### config.mk
export PLATFORM = sky130hd
export DESIGN_NAME = serial_to_parallel_8
export DESIGN_NICKNAME = d
export VERILOG_FILES = /design/src/rtl/serial_to_parallel_8.sv
export SDC_FILE = /design/constraint.sdc
export NUM_CORES = 1
export LEC_CHECK = 0
export ABC_AREA = 1
export CAP_MARGIN = 5
export CORE_UTILIZATION = 27
export CTS_BUF_LIST = sky130_fd_sc_hd__clkbuf_4 sky130_fd_sc_hd__clkbuf_8
export DETAILED_ROUTE_END_ITERATION = 16
export GPL_ROUTABILITY_DRIVEN = 0
export PLACE_DENSITY = 0.52
export RECOVER_POWER = 50
export SLEW_MARGIN = 15
export SYNTH_ARGS = -nofsm -noshare
export SYNTH_HDL_FRONTEND = slang
export SYNTH_SLANG_ARGS = --single-unit
### constraint.sdc
create_clock -name CP -period 1.7 [get_ports CP]
set_input_delay 0.425 -clock CP [delete_from_list [all_inputs] [get_ports CP]]
set_output_delay 0.425 -clock CP [all_outputs]
set_load 0.05 [all_outputs]
### src/rtl/serial_to_parallel_8.sv
// Serial-to-parallel receiver: one bit per SEN cycle, MSB- or LSB-first per word, held output with valid/ack.
// Word appears on Q the same edge its last bit is sampled; an unacked Q drops the new word and sets sticky OVR.
module serial_to_parallel_8 #(
   parameter int WIDTH = 8,
   parameter int CNT_W = 3
) (
   input  logic             CP,
   input  logic             CR,
   input  logic             SIN,
   input  logic             SEN,
   input  logic             DIR,
   input  logic             SYNC,
   input  logic             Q_ACK,
   input  logic             CLR_OVR,
   output logic [WIDTH-1:0] Q,
   output logic             Q_VALID,
   output logic             OVR,
   output logic             BUSY,
   output logic [CNT_W-1:0] BCNT
);

   typedef enum logic {IDLE, SHIFT} state_t;

   state_t           state, state_n;
   logic [WIDTH-1:0] shreg, shreg_n, shifted, q_n;
   logic [CNT_W-1:0] bcnt_n;
   logic             dir_l, dir_n, shift_dir;
   logic             q_valid_n, ovr_n;

   always_ff @(posedge CP or posedge CR) begin
      if (CR) begin
         state   <= IDLE;
         shreg   <= '0;
         BCNT    <= '0;
         dir_l   <= 1'b0;
         Q       <= '0;
         Q_VALID <= 1'b0;
         OVR     <= 1'b0;
      end else begin
         state   <= state_n;
         shreg   <= shreg_n;
         BCNT    <= bcnt_n;
         dir_l   <= dir_n;
         Q       <= q_n;
         Q_VALID <= q_valid_n;
         OVR     <= ovr_n;
      end
   end

   // A bit that starts a word (from IDLE or via SYNC) uses the live DIR, not the latched one.
   always_comb begin
      shift_dir = (state == IDLE || SYNC) ? DIR : dir_l;
      shifted   = shift_dir ? {shreg[WIDTH-2:0], SIN} : {SIN, shreg[WIDTH-1:1]};
   end

   always_comb begin
      state_n   = state;
      shreg_n   = shreg;
      bcnt_n    = BCNT;
      dir_n     = dir_l;
      q_n       = Q;
      q_valid_n = Q_VALID;
      ovr_n     = OVR;

      if (Q_ACK && Q_VALID) q_valid_n = 1'b0;
      if (CLR_OVR)          ovr_n     = 1'b0;

      if (SYNC) begin
         if (SEN) begin
            dir_n   = DIR;
            shreg_n = shifted;
            bcnt_n  = CNT_W'(1);
            state_n = SHIFT;
         end else begin
            bcnt_n  = '0;
            state_n = IDLE;
         end
      end else if (SEN) begin
         shreg_n = shifted;
         if (state == IDLE) begin
            dir_n   = DIR;
            bcnt_n  = CNT_W'(1);
            state_n = SHIFT;
         end else if (BCNT == CNT_W'(WIDTH - 1)) begin
            bcnt_n  = '0;
            state_n = IDLE;
            // Overrun set wins over a same-edge CLR_OVR.
            if (!Q_VALID || Q_ACK) begin
               q_n       = shifted;
               q_valid_n = 1'b1;
            end else begin
               ovr_n = 1'b1;
            end
         end else begin
            bcnt_n = BCNT + CNT_W'(1);
         end
      end
   end

   assign BUSY = (state == SHIFT);

endmodule

==> load_flow_metrics.sql <==
INSERT INTO impl_metrics (metric_group, metric, value, unit) VALUES
('placed_design', 'placed_cell_area', '0.001443', 'mm²'),
('synthesis', 'synth-adder-area-share', '2.255', '%'),
('timing', 'final-max-slew-violation-count', '0', ''),
('synthesis', 'synthesis.nets', '147', ''),
('power', 'power.ir.vdd_worst', '252.6', 'µV'),
('synthesis', 'synth_warnings', '0', ''),
('setup_path', 'critical-path-top-delay-family', 'buffers and inverters', ''),
('drt', 'via_per_inst', '4.431', ''),
('min_path', 'hold_depth', '2', ''),
('clock_network', 'post-cts-setup-buffer-count', '0', ''),
('global_routing', 'grt_max_degree', '24', ''),
('global_routing', 'grt_util_met3', '1.724', '%'),
('setup_path', 'worst_path_max_delay_cell', 'sky130_fd_sc_hd__clkbuf_1', ''),
('timing', 'worst_slew_margin_rel', '60.45', '%'),
('synthesis', 'muxShareOfSynthArea', '0', '%'),
('setup_path', 'worst-endpoint-required', '1.27', 'ns'),
('power', 'ratio_of_total_power_to_cell_area', '856.9', 'mW/mm²'),
('global_routing', 'grt_pass1_vias', '896', ''),
('setup_path', 'arrival', '1.09', 'ns'),
('timing', 'upper_clock_frequency_limit', '659.5', 'MHz'),
('synthesis', 'yosysSeqAreaShare', '51.86', '%'),
('power', 'static_leakage', '0.8290', 'nW'),
('setup_path', 'cp-start-kind', 'flop', ''),
('global_routing', 'grt_antenna_before_repair', '0', ''),
('synthesis', 'synth.top_cells.by_area', 'sky130_fd_sc_hd__dfrtp_1 52%, sky130_fd_sc_hd__nand3_1 17%, sky130_fd_sc_hd__nand2_1 15%, sky130_fd_sc_hd__inv_1 5.4%, sky130_fd_sc_hd__ha_1 2.3%', ''),
('drt', 'routed-via-count', '935', ''),
('final_layout', 'final_cell_area', '0.001464', 'mm²'),
('final_layout', 'fillerInstances', '386', ''),
('setup_path', 'setup.worst_path.end_class', 'primary output', ''),
('drt', 'length_of_the_first_detailed_routing_pass_in_iterations', '4', ''),
('synthesis', 'post-synth-top-area-cell', 'sky130_fd_sc_hd__dfrtp_1', ''),
('clock_network', 'cts_hold_repair.buffers', '0', ''),
('synthesis', 'synth-compound-area-share', '1.466', '%'),
('synthesis', 'post_synth_inst_count', '137', ''),
('setup_path', 'cp.buffers_inverters', '1', ''),
('synthesis', 'syn_area_per_cell', '8.101', 'µm²'),
('synthesis', 'synth_simple_gate_area_share', '36.98', '%'),
('global_routing', 'groute.usage.overall', '12.08', '%'),
('global_routing', 'gr_ovfl_total', '0', ''),
('clock_network', 'clock_tree.buffer_depth', '2', ''),
('global_routing', 'global_route.usage.met1', '15.80', '%'),
('clock_network', 'worstSkewPairLatency', '0.27', 'ns'),
('final_layout', 'diodes', '0', ''),
('timing', 'setup-violations-final', '0', ''),
('synthesis', 'synth_area', '0.001110', 'mm²'),
('timing', 'worst_hold_slack', '0.4822', 'ns'),
('floorplanning', 'starting_density_of_the_core', '29.22', '%'),
('synthesis', 'synth_top_cells_by_count', '44 x sky130_fd_sc_hd__nand2_1, 37 x sky130_fd_sc_hd__nand3_1, 23 x sky130_fd_sc_hd__dfrtp_1, 16 x sky130_fd_sc_hd__inv_1', ''),
('synthesis', 'synth-seq-cells', '23', ''),
('final_layout', 'fin_nets', '174', ''),
('setup_path', 'reg2reg_depth', '9', ''),
('timing', 'post-route-period-util', '89.20', '%'),
('drt', 'detail-route-antenna-nets', '0', ''),
('drt', 'wirelength', '2237', 'µm'),
('floorplanning', 'io_pins', '22', ''),
('timing', 'worst_clock_skew_on_the_final_layout', '0.005435', 'ns'),
('timing', 'setup_repair_after_global_routing_missed_its_margin', 'false', ''),
('synthesis', 'synth_ff_type', 'sky130_fd_sc_hd__dfrtp_1', ''),
('run_status', 'outcome', 'finished, final reports clean', ''),
('floorplanning', 'core-area', '0.003799', 'mm²'),
('min_path', 'type_of_the_worst_min_delay_path', 'flop to flop', ''),
('setup_path', 'path_depth', '1', ''),
('setup_path', 'path_cells', 'clkbuf_1', ''),
('global_routing', 'grt_pass1_wl', '3960', 'µm'),
('drt', 'detail_route.wl_per_cell', '10.60', 'µm'),
('synthesis', 'synthMostInstantiatedCell', 'sky130_fd_sc_hd__nand2_1', ''),
('timing', 'finalCriticalPeriod', '1.516', 'ns'),
('timing', 'tightest_slew', '0.5958', 'ns'),
('synthesis', 'synth_xor_area_share', '0', '%'),
('setup_path', 'crit_path_max_fanout', '2', ''),
('synthesis', 'synthDominantCellAreaShare', '51.86', '%');
## metal layers
layer  routed length [µm]  part of all wire, %
met4                   48                  2.1
met3                   77                  3.4
met2                 1033                   46
met5                    0                    0
met1                 1077                   48
## cell type report
cell class              count  area share [%]
flip-flops and latches     23           39.32
repair buffers             23           17.26
multi-input cells          93           30.85
well taps                  48           4.103
inverters                  20           5.299
clock buffers               3           2.821
clock inverters             1          0.3419
## cells by family after synthesis
kind of cell,Yosys count
buffers and inverters,21
and+or+nand+nor,88
DFF,23
AOI/OAI and AO/OA,3
adders and majority gates,2
## state kept, by name, indices dropped and copies added (netlist names)
register  cells
Q             8
dir_l         1
OVR           1
Q_VALID       1
shreg         8
BCNT          3
BUSY          1
## layout by cell type (no fill, tap or decap)
cell and count:
sky130_fd_sc_hd__clkbuf_8 3, sky130_fd_sc_hd__nand3_1 37, sky130_fd_sc_hd__dfrtp_1 23, sky130_fd_sc_hd__nand2_2 1, sky130_fd_sc_hd__inv_2 3, sky130_fd_sc_hd__clkbuf_1 2, sky130_fd_sc_hd__buf_4 6, sky130_fd_sc_hd__buf_12 5
sky130_fd_sc_hd__inv_1 16, sky130_fd_sc_hd__nor2_4 1, sky130_fd_sc_hd__clkbuf_2 1, sky130_fd_sc_hd__nand2_1 44, sky130_fd_sc_hd__clkinv_2 1, sky130_fd_sc_hd__nand2_4 1, sky130_fd_sc_hd__ha_1 2, sky130_fd_sc_hd__o21ai_0 2
sky130_fd_sc_hd__o22ai_1 1, sky130_fd_sc_hd__clkdlybuf4s50_1 5, sky130_fd_sc_hd__inv_4 1, sky130_fd_sc_hd__nor2_8 1, sky130_fd_sc_hd__dlymetal6s2s_1 2, sky130_fd_sc_hd__nor2_1 3, sky130_fd_sc_hd__dlygate4sd3_1 2
## metrics by stage
step	setup TNS (ns)	worst slack, ns	instances	utilization (%)	power, mW
3_5_place_dp	-0.5041	-0.05362	207	37.98	0.9249
5_1_grt	0	0.07629	211	38.54	1.330
4_1_cts	0	0.2064	211	39.20	1.269
3_3_place_gp	-0.1711	-0.02795	207	37.98	0.9241
6_report	0	0.1836	211	38.54	1.254
2_1_floorplan	0	0.06866	137	-	0.8242
## worst paths after layout
kind,to,slack (ns),startpoint
setup / recovery,OVR,0.18,OVR$_DFF_PP0_
hold / removal,shreg[6]$_DFFE_PP0P_,0.48,shreg[6]$_DFFE_PP0P_
setup reg to reg,Q[1]$_DFFE_PP0P_,0.23,BCNT[0]$_DFFE_PP0P_
hold reg to reg,shreg[6]$_DFFE_PP0P_,0.48,shreg[6]$_DFFE_PP0P_
max in group asynchronous,shreg[6]$_DFFE_PP0P_,0.62,CR
min in group asynchronous,Q[5]$_DFFE_PP0P_,0.71,CR
## where the power goes
group	switching [mW]	internal (mW)	leakage [nW]	total, mW
sequential	0.0376	0.598	0.301	0.636
clock	0.181	0.164	0.0255	0.345
combinational	0.165	0.109	0.502	0.274
total	0.383	0.871	0.829	1.25
No activity file was read; power rests on OpenSTA's default activity.
